==> config.mk <==
export PLATFORM = sky130hd
export DESIGN_NAME = fwd_hazard_unit
export DESIGN_NICKNAME = d
export VERILOG_FILES = /design/src/rtl/fwd_hazard_unit_pkg.sv /design/src/rtl/fwd_hazard_unit_slot_sel.sv /design/src/rtl/fwd_hazard_unit.sv
export SDC_FILE = /design/constraint.sdc
export NUM_CORES = 1
export LEC_CHECK = 0
export BUFFER_PORTS_ARGS = -buffer_cell sky130_fd_sc_hd__buf_2
export CORE_ASPECT_RATIO = 0.7
export CORE_MARGIN = 2
export CORE_UTILIZATION = 40
export DETAILED_ROUTE_END_ITERATION = 12
export PLACE_DENSITY = 0.78
export REMOVE_ABC_BUFFERS = 1
export SLEW_MARGIN = 20
export SYNTH_ARGS = -nofsm -noshare
export SYNTH_HDL_FRONTEND = slang
export SYNTH_HIERARCHICAL = 1
export SYNTH_SLANG_ARGS = --single-unit
==> constraint.sdc <==
create_clock -name clk -period 5.6 [get_ports clk]
set_clock_uncertainty 0.1 [all_clocks]
set_input_delay 1.12 -clock clk [delete_from_list [all_inputs] [get_ports clk]]
set_output_delay 1.12 -clock clk [all_outputs]
set_load 0.02 [all_outputs]
==> src/rtl/fwd_hazard_unit_pkg.sv <==
// Shared pipeline definitions: forward-select encodings, multi-cycle unit
// state encoding and counter sizing.
package fwd_hazard_unit_pkg;

  typedef enum logic [1:0] {
    FWD_RF    = 2'b00,
    FWD_EXMEM = 2'b01,
    FWD_MEMWB = 2'b10
  } fwd_sel_e;

  typedef enum logic {
    MC_IDLE = 1'b0,
    MC_BUSY = 1'b1
  } mc_state_e;

  // Wide enough for the largest supported multi-cycle latency (15).
  localparam int MC_CNT_W = 4;

  localparam logic [15:0] STALL_CNT_MAX = 16'hFFFF;

endpackage

==> src/rtl/fwd_hazard_unit_slot_sel.sv <==
// Forward-source selection for one EX-stage source operand.
module fwd_slot_sel
  import fwd_hazard_unit_pkg::*;
#(
  parameter int REG_AW = 5
) (
  input  logic [REG_AW-1:0] src,
  input  logic              ex_mem_regwrite,
  input  logic [REG_AW-1:0] ex_mem_rd,
  input  logic              mem_wb_regwrite,
  input  logic [REG_AW-1:0] mem_wb_rd,
  output fwd_sel_e          sel
);

  // NOTE: always_comb assigns a default first so no path can infer a latch.
  always_comb begin
    sel = FWD_RF;
    // r0 is hard-wired zero, so a write to it is never a forwarding source.
    if (ex_mem_regwrite && (ex_mem_rd != '0) && (ex_mem_rd == src)) begin
      sel = FWD_EXMEM;
    end else if (mem_wb_regwrite && (mem_wb_rd != '0) && (mem_wb_rd == src)) begin
      sel = FWD_MEMWB;
    end
  end

endmodule

==> src/rtl/fwd_hazard_unit.sv <==
// Forwarding and hazard unit: per-operand forward selects, load-use /
// scoreboard / structural stall, a multi-cycle unit tracker and stall statistics.
module fwd_hazard_unit
  import fwd_hazard_unit_pkg::*;
#(
  parameter int REG_AW  = 5,
  parameter int NUM_SRC = 2,
  parameter int MC_LAT  = 4
) (
  input  logic                      clk,
  input  logic                      rst,
  input  logic [NUM_SRC*REG_AW-1:0] id_src,
  input  logic [NUM_SRC-1:0]        id_src_vld,
  input  logic [NUM_SRC*REG_AW-1:0] ex_src,
  input  logic                      id_ex_memread,
  input  logic [REG_AW-1:0]         id_ex_rd,
  input  logic                      ex_mem_regwrite,
  input  logic [REG_AW-1:0]         ex_mem_rd,
  input  logic                      mem_wb_regwrite,
  input  logic [REG_AW-1:0]         mem_wb_rd,
  input  logic                      mc_start,
  input  logic [REG_AW-1:0]         mc_dest,
  output logic [NUM_SRC*2-1:0]      fwd_sel,
  output logic                      stall,
  output logic                      mc_busy,
  output logic                      mc_done,
  output logic [REG_AW-1:0]         mc_wb_rd,
  output logic [15:0]               stall_cnt
);

  localparam logic [MC_CNT_W-1:0] CNT_LOAD = MC_CNT_W'(MC_LAT - 1);
  localparam logic [MC_CNT_W-1:0] CNT_ONE  = MC_CNT_W'(1);

  mc_state_e             state;
  logic [MC_CNT_W-1:0]   mc_cnt;
  logic                  load_use_haz;
  logic                  sb_haz;
  logic                  struct_haz;
  logic                  mc_accept;

  for (genvar k = 0; k < NUM_SRC; k++) begin : g_slot
    fwd_sel_e slot_sel;

    fwd_slot_sel #(
      .REG_AW(REG_AW)
    ) u_fwd_slot_sel (
      .src             (ex_src[k*REG_AW +: REG_AW]),
      .ex_mem_regwrite (ex_mem_regwrite),
      .ex_mem_rd       (ex_mem_rd),
      .mem_wb_regwrite (mem_wb_regwrite),
      .mem_wb_rd       (mem_wb_rd),
      .sel             (slot_sel)
    );

    assign fwd_sel[k*2 +: 2] = slot_sel;
  end

  // mc_busy is held low through reset, which also masks the scoreboard term.
  always_comb begin
    load_use_haz = 1'b0;
    sb_haz       = 1'b0;
    for (int k = 0; k < NUM_SRC; k++) begin
      if (id_src_vld[k]) begin
        if (id_ex_memread && (id_ex_rd != '0) &&
            (id_ex_rd == id_src[k*REG_AW +: REG_AW])) begin
          load_use_haz = 1'b1;
        end
        if (mc_busy && (mc_wb_rd != '0) &&
            (mc_wb_rd == id_src[k*REG_AW +: REG_AW])) begin
          sb_haz = 1'b1;
        end
      end
    end
  end

  assign struct_haz = mc_start & mc_busy;
  assign stall      = load_use_haz | sb_haz | struct_haz;
  assign mc_accept  = mc_start & ~mc_busy & ~stall;

  // The done cycle is spent in IDLE with mc_busy low, so a new start can be
  // taken in that same cycle.
  // NOTE: sequential state uses non-blocking assignments only, so every
  // register samples pre-edge values regardless of statement order.
  always_ff @(posedge clk or posedge rst) begin
    if (rst) begin
      state    <= MC_IDLE;
      mc_busy  <= 1'b0;
      mc_done  <= 1'b0;
      mc_wb_rd <= '0;
      mc_cnt   <= '0;
    end else begin
      mc_done <= 1'b0;
      case (state)
        MC_IDLE: begin
          if (mc_accept) begin
            state    <= MC_BUSY;
            mc_busy  <= 1'b1;
            mc_wb_rd <= mc_dest;
            mc_cnt   <= CNT_LOAD;
          end
        end
        MC_BUSY: begin
          mc_cnt <= mc_cnt - CNT_ONE;
          if (mc_cnt == CNT_ONE) begin
            state   <= MC_IDLE;
            mc_busy <= 1'b0;
            mc_done <= 1'b1;
          end
        end
        default: begin
          state   <= MC_IDLE;
          mc_busy <= 1'b0;
        end
      endcase
    end
  end

  always_ff @(posedge clk or posedge rst) begin
    if (rst) begin
      stall_cnt <= '0;
    end else if (stall && (stall_cnt != STALL_CNT_MAX)) begin
      stall_cnt <= stall_cnt + 16'd1;
    end
  end

endmodule

# == After elaboration in Yosys (flattened, before gate mapping) ==
# Cells that the tools add are included.
# totals
register_bits,28
inputBits,48
out_inout_bits,28
word_cells,69
# op_classes
add_sub_neg,2
eq_ne,12
muxes,22
n_bitwise,8
reduce_logical,19
# op_table
op,count
5-bit equality test,8
5-bit nonzero test,4
"16-bit by 1-bit adder with 16-bit output, second input constant",1
"16-bit inequality test, second input constant",1
1-bit 2-to-1 mux,14
1-bit logical AND,13
2-bit 2-to-1 mux,4
4-bit one-hot mux with 2 select lines,1
"4-bit by 1-bit equality test with 1-bit output, second input constant",1
4-bit 2-to-1 mux,1
1-bit one-hot mux with 2 select lines,2
2-bit AND reduction,2
"4-bit by 1-bit subtractor with 4-bit output, second input constant",1
1-bit bitwise AND,3
1-bit inverter,3
"2-bit by 1-bit inequality test with 1-bit output, second input constant",1
"2-bit inequality test, second input constant",1
1-bit OR,2

# == Depth between registers and ports, before layout ==
# Gate-level depths: netlist of run 1.
# logic_depth
depth_word,13
depth_mapped,8
mapped_depth_nobuf,7

# == Hierarchy ==
# Netlist of run 1, hierarchy kept.
# modules_own_cells
mod,n_inst,cells_per_inst,area_each_um2,seq_area_each_um2
fwd_hazard_unit,1,155,1666.6,700.7
fwd_slot_sel,2,20,151.4,0.0

# == Worst setup path before layout of run 1 ==
# No wires, ideal clock.
# synth_path
path_type,input to output
start,input id_ex_rd[1]
end,output stall
arrival_time_ns,2.354
t_required_ns,4.380
setup_slack_ns,2.026
cell_stages,5
path_buffers,2
path_cell_list,or4_1 > o211ai_1 > clkbuf_8 > buf_2 > nand2_1
# synth_via
elab_chain_len,9
word_cells_on_any_way,12
cone_classes,eq/ne: 2; mux: 4; bitwise: 2; reduce/logical: 4
# synth_rtl
item,line,rtl
"start, declared",fwd_hazard_unit.sv:16,"input logic [REG_AW-1:0] id_ex_rd,"
5-bit nonzero test,fwd_hazard_unit.sv:64,if (id_ex_memread && (id_ex_rd != '0) &&
1-bit logical AND (2 in series),fwd_hazard_unit.sv:64,
1-bit 2-to-1 mux,fwd_hazard_unit.sv:64,
1-bit 2-to-1 mux,fwd_hazard_unit.sv:63,if (id_src_vld[k]) begin
1-bit 2-to-1 mux,fwd_hazard_unit.sv:64,
1-bit 2-to-1 mux (*),fwd_hazard_unit.sv:63,
1-bit OR (*) (2 in series),fwd_hazard_unit.sv:77,assign stall = load_use_haz | sb_haz | struct_haz;
"end, declared",fwd_hazard_unit.sv:24,"output logic stall,"
# Every way passes the cells marked *; elsewhere a longest branch is shown, timed or not.

# == Worst setup path in the final report of run 1 ==
# Ends and elaborated chain as after synthesis.

==> impl_summary.log, run 1 <==
INFO  metric routed_via_density = 4.985
INFO  metric startpoint_type = input pin
INFO  metric peakVddDrop = 103.9 µV
INFO  metric synth_async_sr_flop_share = 100.0%
INFO  metric path_common_cell = buf_2
INFO  metric p_per_area = 234.2 mW/mm²
INFO  metric layout.cells.most_common = buf_2
INFO  metric cellInternalPower = 0.0003731 W
INFO  metric path_delay_family = simple AND/OR/NAND/NOR gates
INFO  metric fin_total_pwr = 0.0005734 W
INFO  metric detailedRoute.firstIterationViolations = 118
INFO  metric clockBufferDepth = 2
INFO  metric max_cap_violations = 0
INFO  metric detail_route.drc_violations = 0
INFO  metric fmax = 272.5 MHz
INFO  metric synthesis.instances = 195
INFO  metric routed-via-count = 1680
INFO  metric netSwitchingFraction = 34.94%
INFO  metric post-route-cell-area = 0.002449 mm²
INFO  metric routedWlPerCell = 13.42 µm
INFO  metric drv_slew = 0
INFO  metric yosys_most_used_dff = dfrtp_1
INFO  metric critical-path-max-stage-delay = 0.52 ns
INFO  metric p_leak = 1.114 nW
INFO  metric gp_congestion = 0.8166
INFO  metric finish.net_count = 320
INFO  metric n_antenna_cell = 0
INFO  metric n_fill_cell = 436
INFO  metric standard_cell_area_after_detailed_placement = 0.002389 mm²
INFO  metric dp_hpwl = 3674 µm
INFO  metric met2_usage = 27.75%
INFO  metric floorplan.initialDensity = 41.41%
INFO  metric ys_seq_area_share = 35.58%
INFO  metric clockPowerShare = 21.4%
INFO  metric insertion_delay = 0.27 ns
INFO  metric holdBufCountCts = 0
INFO  metric synth.yosys.warnings = 6
INFO  metric grt_pass1_wl = 8038 µm
INFO  metric grt_max_degree = 29
INFO  metric share_of_layout_cells_above_drive_strength_1 = 37.69%
INFO  metric cts-buffers-inserted = 3
INFO  metric final_hold_viol_count = 0
INFO  metric required = 4.38 ns
INFO  metric dieArea = 0.005510 mm²
INFO  metric 1st_pass_router_iterations = 4
INFO  metric layout.cells.most_common_list = 75 x buf_2, 33 x xnor2_1, 28 x dfrtp_1
INFO  metric grt_antenna_before_repair = 0
INFO  metric grt.busiest_layer = met2
INFO  metric worst_pin_slew = 0.7643 ns
INFO  metric buffer_ports.inserted = 75
INFO  metric final-setup-viol-count = 0
INFO  metric htreeDepth = 1
INFO  metric die_outline_width = 87.87 µm
INFO  metric finalWirelength = 4521 µm
INFO  metric grt_overflow = 0
INFO  metric utilization = 51.49%
INFO  metric power.switching = 0.0002004 W
INFO  metric placeableCoreArea = 0.004756 mm²
INFO  metric critical_path.slowest_cell = or4_1
INFO  metric cp-end-kind = primary output
INFO  metric fin_tns_setup = 0 ns
INFO  metric final_cell_count_no_fill = 337
INFO  metric die_height = 62.71 µm
INFO  metric final_period_demand_of_the_worst_path = 3.670 ns
INFO  metric critical_path.cell_chain = buf_2 > or4_1 > o211ai_1 > buf_4 > nand2_1 > buf_2
INFO  metric rows = 21
INFO  metric grtUsageMet3 = 4.359%
INFO  metric critPathKind = input pin to primary output
INFO  metric cts_root_buf = clkbuf_8
INFO  metric cts_repair_resize_count = 0
INFO  metric max_slew_headroom = 47.73%
INFO  metric ys_ff_latch = 28
INFO  metric crit_fanout = 20
INFO  metric holdCritPathClass = flip-flop to flip-flop
INFO  metric io_pins = 76
INFO  metric detail-route-antenna-nets = 0
INFO  metric placedCellCount = 333
INFO  metric groute.layer.met1.usage = 26.40%
INFO  metric clk_pin_slew_worst_paths = 0.09 ns
INFO  metric netlist_area = 0.001969 mm²
INFO  metric final_min_period_over_clock_period = 65.54%
INFO  metric synthToLayoutAreaGrowth = 24.33%
INFO  metric grt_setup_unrepaired = no
INFO  metric first_global_vias = 1666
INFO  metric sequentialPowerShare = 46.8%
INFO  metric avgSynthCellArea = 10.10 µm²
INFO  metric post_cts_buffers = 0
INFO  metric tritoncts_num_sinks = 28
INFO  metric power_frac_comb = 31.8%
INFO  metric grtUsageTotal = 18.19%
INFO  metric cp_data_arrival_time = 2.45 ns
INFO  metric tritoncts = yes
INFO  metric status = completed
INFO  metric synth-edff-count = 0
INFO  metric number_of_distinct_library_cells_after_synthesis = 45
INFO  metric critPathBufInv = 3
per-stage QoR:
stage,worst slack [ns],hold slack [ns]
6_report,1.930,0.3991
5_1_grt,1.796,0.4445
4_1_cts,1.908,0.4017
3_5_place_dp,1.914,0.3862
3_3_place_gp,1.941,0.3802
2_1_floorplan,1.582,0.3555
cell usage after synthesis, types with 3 or more instances:
cell	n	area [µm²]
dfrtp_1	28	700.7
a211oi_1	7	52.55
nor3_2	3	30.03
inv_1	9	33.78
xnor2_1	33	289.0
xor2_1	16	140.1
a21oi_1	4	20.02
nand4_1	6	37.54
nor3_1	7	35.03
or4_1	3	22.52
ha_1	3	37.54
a2111oi_0	6	52.55
nand3_1	10	50.05
nand2_1	15	56.30
nor2_1	3	11.26
mux2_2	7	78.83
flip-flops by register name, summed over array words and instances (netlist names):
| register | count |
|---|---|
| mc_cnt | 4 |
| mc_done | 1 |
| state | 1 |
| mc_busy | 1 |
| stall_cnt | 16 |
| mc_wb_rd | 5 |
routing by layer:
metal  routed length, µm  share of wire, %  up-vias
li1                    -                 -      855
met1                2239                50      782
met2                2019                45       41
met3                 245               5.4        2
met4                  16              0.35        0
met5                   0                 0        -
worst paths after layout:
| path | startpoint | end | slack, ns | cells past startpoint |
|---|---|---|---|---|
| max in group asynchronous | rst | stall_cnt[6] | 4.24 | 2 |
| hold reg to reg | stall_cnt[13] | stall_cnt[13] | 0.40 | 1 |
| min in group asynchronous | rst | stall_cnt[0] | 0.79 | 2 |
| setup reg to reg | mc_wb_rd[0] | stall_cnt[7] | 2.98 | 6 |
| setup / recovery | id_ex_rd[1] | stall | 1.93 | 6 |
| hold / removal | stall_cnt[13] | stall_cnt[13] | 0.40 | 1 |
power by group through the flow:
stage	Combinational (W)	Clock [W]	Sequential (W)
after floorplan	0.0000798	0	0.000299
after global placement	0.000179	0	0.000269
after detailed placement	0.000184	0	0.000272
after CTS	0.000185	0.000128	0.000268
after global routing	0.000203	0.000136	0.000276
final	0.000182	0.000123	0.000268
cell type report:
cell class	count	area (µm²)	share of cell area (%)
clock buffers	4	55.05	2.248
inverters	9	33.78	1.380
multi-input cells	151	1190	48.59
flip-flops and latches	28	700.7	28.62
well taps	69	86.33	3.526
repair buffers	76	382.9	15.64
cells by family after synthesis:
| group | Yosys count | synth area share, % |
|---|---|---|
| AOI/OAI and AO/OA | 32 | 14.93 |
| buffers and inverters | 16 | 4.257 |
| adders and majority gates | 3 | 1.906 |
| xor gates and xnor gates | 49 | 21.79 |
| and+or+nand+nor | 58 | 16.26 |
| muxes | 9 | 5.273 |
| DFF | 28 | 35.58 |
Note: power is estimated with default switching activity, not from simulation.
==> run 2, diff against run 1 <==
Settings changed: ABC_AREA set to 1, PLACE_DENSITY 0.78 to 0.75.
Clock period 5.6 ns to 3.5 ns, I/O delays scaled along.
==> run 2 against run 1 <==
Critical endpoint unchanged. Utilization shrank 1.5 points. Largest power group is now combinational logic. Critical path type unchanged. First-iteration DRC count grew 16%. Power is 140% higher. Register-to-register slack worse by 1.4 ns.
==> impl_summary.log, run 2 <==
INFO  metric clockPowerShare = 14.8%
INFO  metric final_min_period_over_clock_period = 79.11%
INFO  metric synthesis.instances = 384
INFO  metric finalWirelength = 6024 µm
INFO  metric compound_gate_portion_of_the_synthesized_area = 4.485%
INFO  metric utilization = 50.03%
INFO  metric worst_pin_slew = 0.5923 ns
INFO  metric cts_root_buf = clkbuf_8
INFO  metric ff_latch_area = 700.7 µm²
INFO  metric routedWlPerCell = 11.28 µm
INFO  metric rows = 23
INFO  metric tritoncts_num_sinks = 28
INFO  metric synth_top_family_by_area = simple AND/OR/NAND/NOR gates
INFO  metric yosys_most_used_dff = dfrtp_1
INFO  metric io_pins = 76
INFO  metric htreeDepth = 1
INFO  metric die_outline_width = 96.02 µm
INFO  metric holdCritPathClass = input pin to asynchronous set/reset pin
INFO  metric p_leak = 1.754 nW
INFO  metric holdBufCountCts = 0
INFO  metric portion_of_netlist_area_occupied_by_mux_cells = 0%
INFO  metric number_of_distinct_library_cells_after_synthesis = 32
INFO  metric routed-via-count = 2564
INFO  metric 1st_pass_router_iterations = 5
INFO  metric share_of_layout_cells_above_drive_strength_1 = 23.09%
INFO  metric finish.net_count = 511
INFO  metric status = completed
INFO  metric max_flop_register = stall_cnt
INFO  metric grt_overflow = 0
INFO  metric startpoint_type = input pin
INFO  metric n_antenna_cell = 0
INFO  metric detail-route-antenna-nets = 0
INFO  metric peakVddDrop = 250.4 µV
INFO  metric holdWs = 0.3747 ns
INFO  metric multiInputGateArea = 0.001415 mm²
INFO  metric post_cts_buffers = 0
INFO  metric detailedRoute.firstIterationViolations = 137
INFO  metric final-setup-viol-count = 0
INFO  metric detail_route.drc_violations = 0
INFO  metric crit_fanout = 18
INFO  metric critical_path.cell_chain = buf_2 > inv_1 > nand4_1 > o21ai_1 > inv_1 > nand2_2 > nand3_4 > and2_1 > buf_2
INFO  metric critical_path.slowest_cell = nand3_4
INFO  metric die_height = 68.42 µm
INFO  metric ys_ff_latch = 28
INFO  metric clockBufferDepth = 2
INFO  metric ys_seq_area_share = 29.55%
INFO  metric insertion_delay = 0.28 ns
INFO  metric synthToLayoutAreaGrowth = 20.84%
INFO  metric grt_antenna_before_repair = 0
INFO  metric cts-buffers-inserted = 3
INFO  metric yosys.area_share.xor_xnor = 5.541%
INFO  metric synth_async_sr_flop_share = 100.0%
INFO  metric required = 2.70 ns
INFO  metric synthAdderAreaFrac = 1.583%
INFO  metric routed_via_density = 4.801
INFO  metric placement.setup.worst_slack = 0.7443 ns
INFO  metric synth.yosys.warnings = 6
INFO  metric layout.cells.most_common_list = 159 x nand2_1, 75 x buf_2, 47 x inv_1
INFO  metric cts_repair_resize_count = 0
INFO  metric final_hold_viol_count = 0
INFO  metric cp_data_arrival_time = 1.97 ns
INFO  metric path_delay_family = simple AND/OR/NAND/NOR gates
INFO  metric power.switching = 0.0006283 W
INFO  metric fin_total_pwr = 0.001372 W
INFO  metric buffer_ports.inserted = 75
INFO  metric netlist_area = 0.002371 mm²
INFO  metric critPathKind = input pin to primary output
INFO  metric dieArea = 0.006569 mm²
INFO  metric floorplan.initialDensity = 41.40%
INFO  metric gp_congestion = 0.8841
INFO  metric largest_reg_flops = 16
INFO  metric critPathBufInv = 4
INFO  metric max_cap_violations = 0
INFO  metric cp-end-kind = primary output
INFO  metric tritoncts = yes
INFO  metric netSwitchingFraction = 45.81%
INFO  metric placeableCoreArea = 0.005727 mm²
INFO  metric synth-edff-count = 0
INFO  metric power_frac_comb = 46.5%
INFO  metric synth_top_cells_by_count = 159 x nand2_1, 48 x inv_1, 34 x nor2_1, 28 x dfrtp_1, 21 x nand3_1
INFO  metric grt_pass1_wl = 10010 µm
INFO  metric avgSynthCellArea = 6.175 µm²
INFO  metric synth_most_common_cell = nand2_1
INFO  metric critical-path-max-stage-delay = 0.23 ns
INFO  metric first_global_vias = 2257
INFO  metric post-route-worst-setup-slack = 0.7312 ns
INFO  metric p_per_area = 478.7 mW/mm²
INFO  metric sequentialPowerShare = 38.7%
INFO  metric grt_max_degree = 29
INFO  metric cellInternalPower = 0.0007432 W
INFO  metric layout.cells.most_common = nand2_1
INFO  metric drv_slew = 0
INFO  metric grtUsageTotal = 19.07%
INFO  metric clk_pin_slew_worst_paths = 0.09 ns
INFO  metric synth.top_cell.area_share = 29.55%
INFO  metric final_period_demand_of_the_worst_path = 2.769 ns
INFO  metric synth_simple_gate_area_share = 48.07%
INFO  metric dp_hpwl = 4744 µm
INFO  metric synth.largest_area_cell = dfrtp_1
INFO  metric fmax = 361.2 MHz
INFO  metric max_slew_headroom = 60.46%
INFO  metric n_fill_cell = 594
INFO  metric grt_setup_unrepaired = no
INFO  metric biggestRegsByFlops = stall_cnt: 16 flops, mc_wb_rd: 5 flops, mc_cnt: 4 flops
INFO  metric synth_area_leaders = dfrtp_1 30%, nand2_1 25%, inv_1 7.6%
INFO  metric fin_tns_setup = 0 ns
[run 2: cell types whose count changed after synthesis, sizes merged, moves of 7 or more]
cell    delta
nand2    +148
xnor2     -27
inv       +51
xor2       -7
nand3     +13
nand4     +16
a211oi     -9
o21ai     +10
mux2       -8
nor2      +35
[run 2: routing by layer]
metal  GRT usage [%]  vias to the layer above  wire (µm)  part of all wire (%)
met5               0                        -          0                     0
met4           5.000                        0         69                   1.1
met3           1.542                        7        433                   7.2
met2           30.30                       87       2551                    42
met1           28.00                     1120       2971                    49
li1                -                     1350          -                     -
[run 2: final timing paths]
kind | slack [ns] | end | depth (start not counted) | start
setup / recovery | 0.73 | stall | 9 | id_ex_rd[1]
hold / removal | 0.37 | stall_cnt[10] | 2 | rst
setup reg to reg | 1.58 | stall_cnt[14] | 7 | stall_cnt[0]
max in group asynchronous | 2.54 | mc_wb_rd[2] | 2 | rst
min in group clk | 0.42 | mc_done | 1 | mc_cnt[3]
hold reg to reg | 0.42 | mc_done | 1 | mc_cnt[3]
[run 2: kinds of logic after synthesis]
kind of cell	Yosys count
fa+ha+maj	3
simple gates	255
buf+inv	64
compound gates	19
xor+xnor	15
flops	28
[run 2: power groups by stage]
stage,Combinational [W],Clock (W),Sequential [W]
after floorplan,0.000372,0,0.000588
after global placement,0.000625,0,0.000532
after detailed placement,0.000639,0,0.000536
after CTS,0.000644,0.000209,0.000531
after global routing,0.000725,0.000219,0.000547
final,0.000638,0.000202,0.000531
[run 2: per-stage QoR]
stage / std cells / cell area, µm²
floorplan: 380 / 2341
global placement: 530 / 2810
detailed placement: 530 / 2810
CTS: 534 / 2865
global route: 534 / 2865
finish: 534 / 2865
[run 2: final cells by class]
type,instances,area share (%)
flip-flops and latches,28,24.45
multi-input cells,292,49.39
clock buffers,4,1.921
repair buffers,75,13.10
well taps,75,3.275
inverters,60,7.860
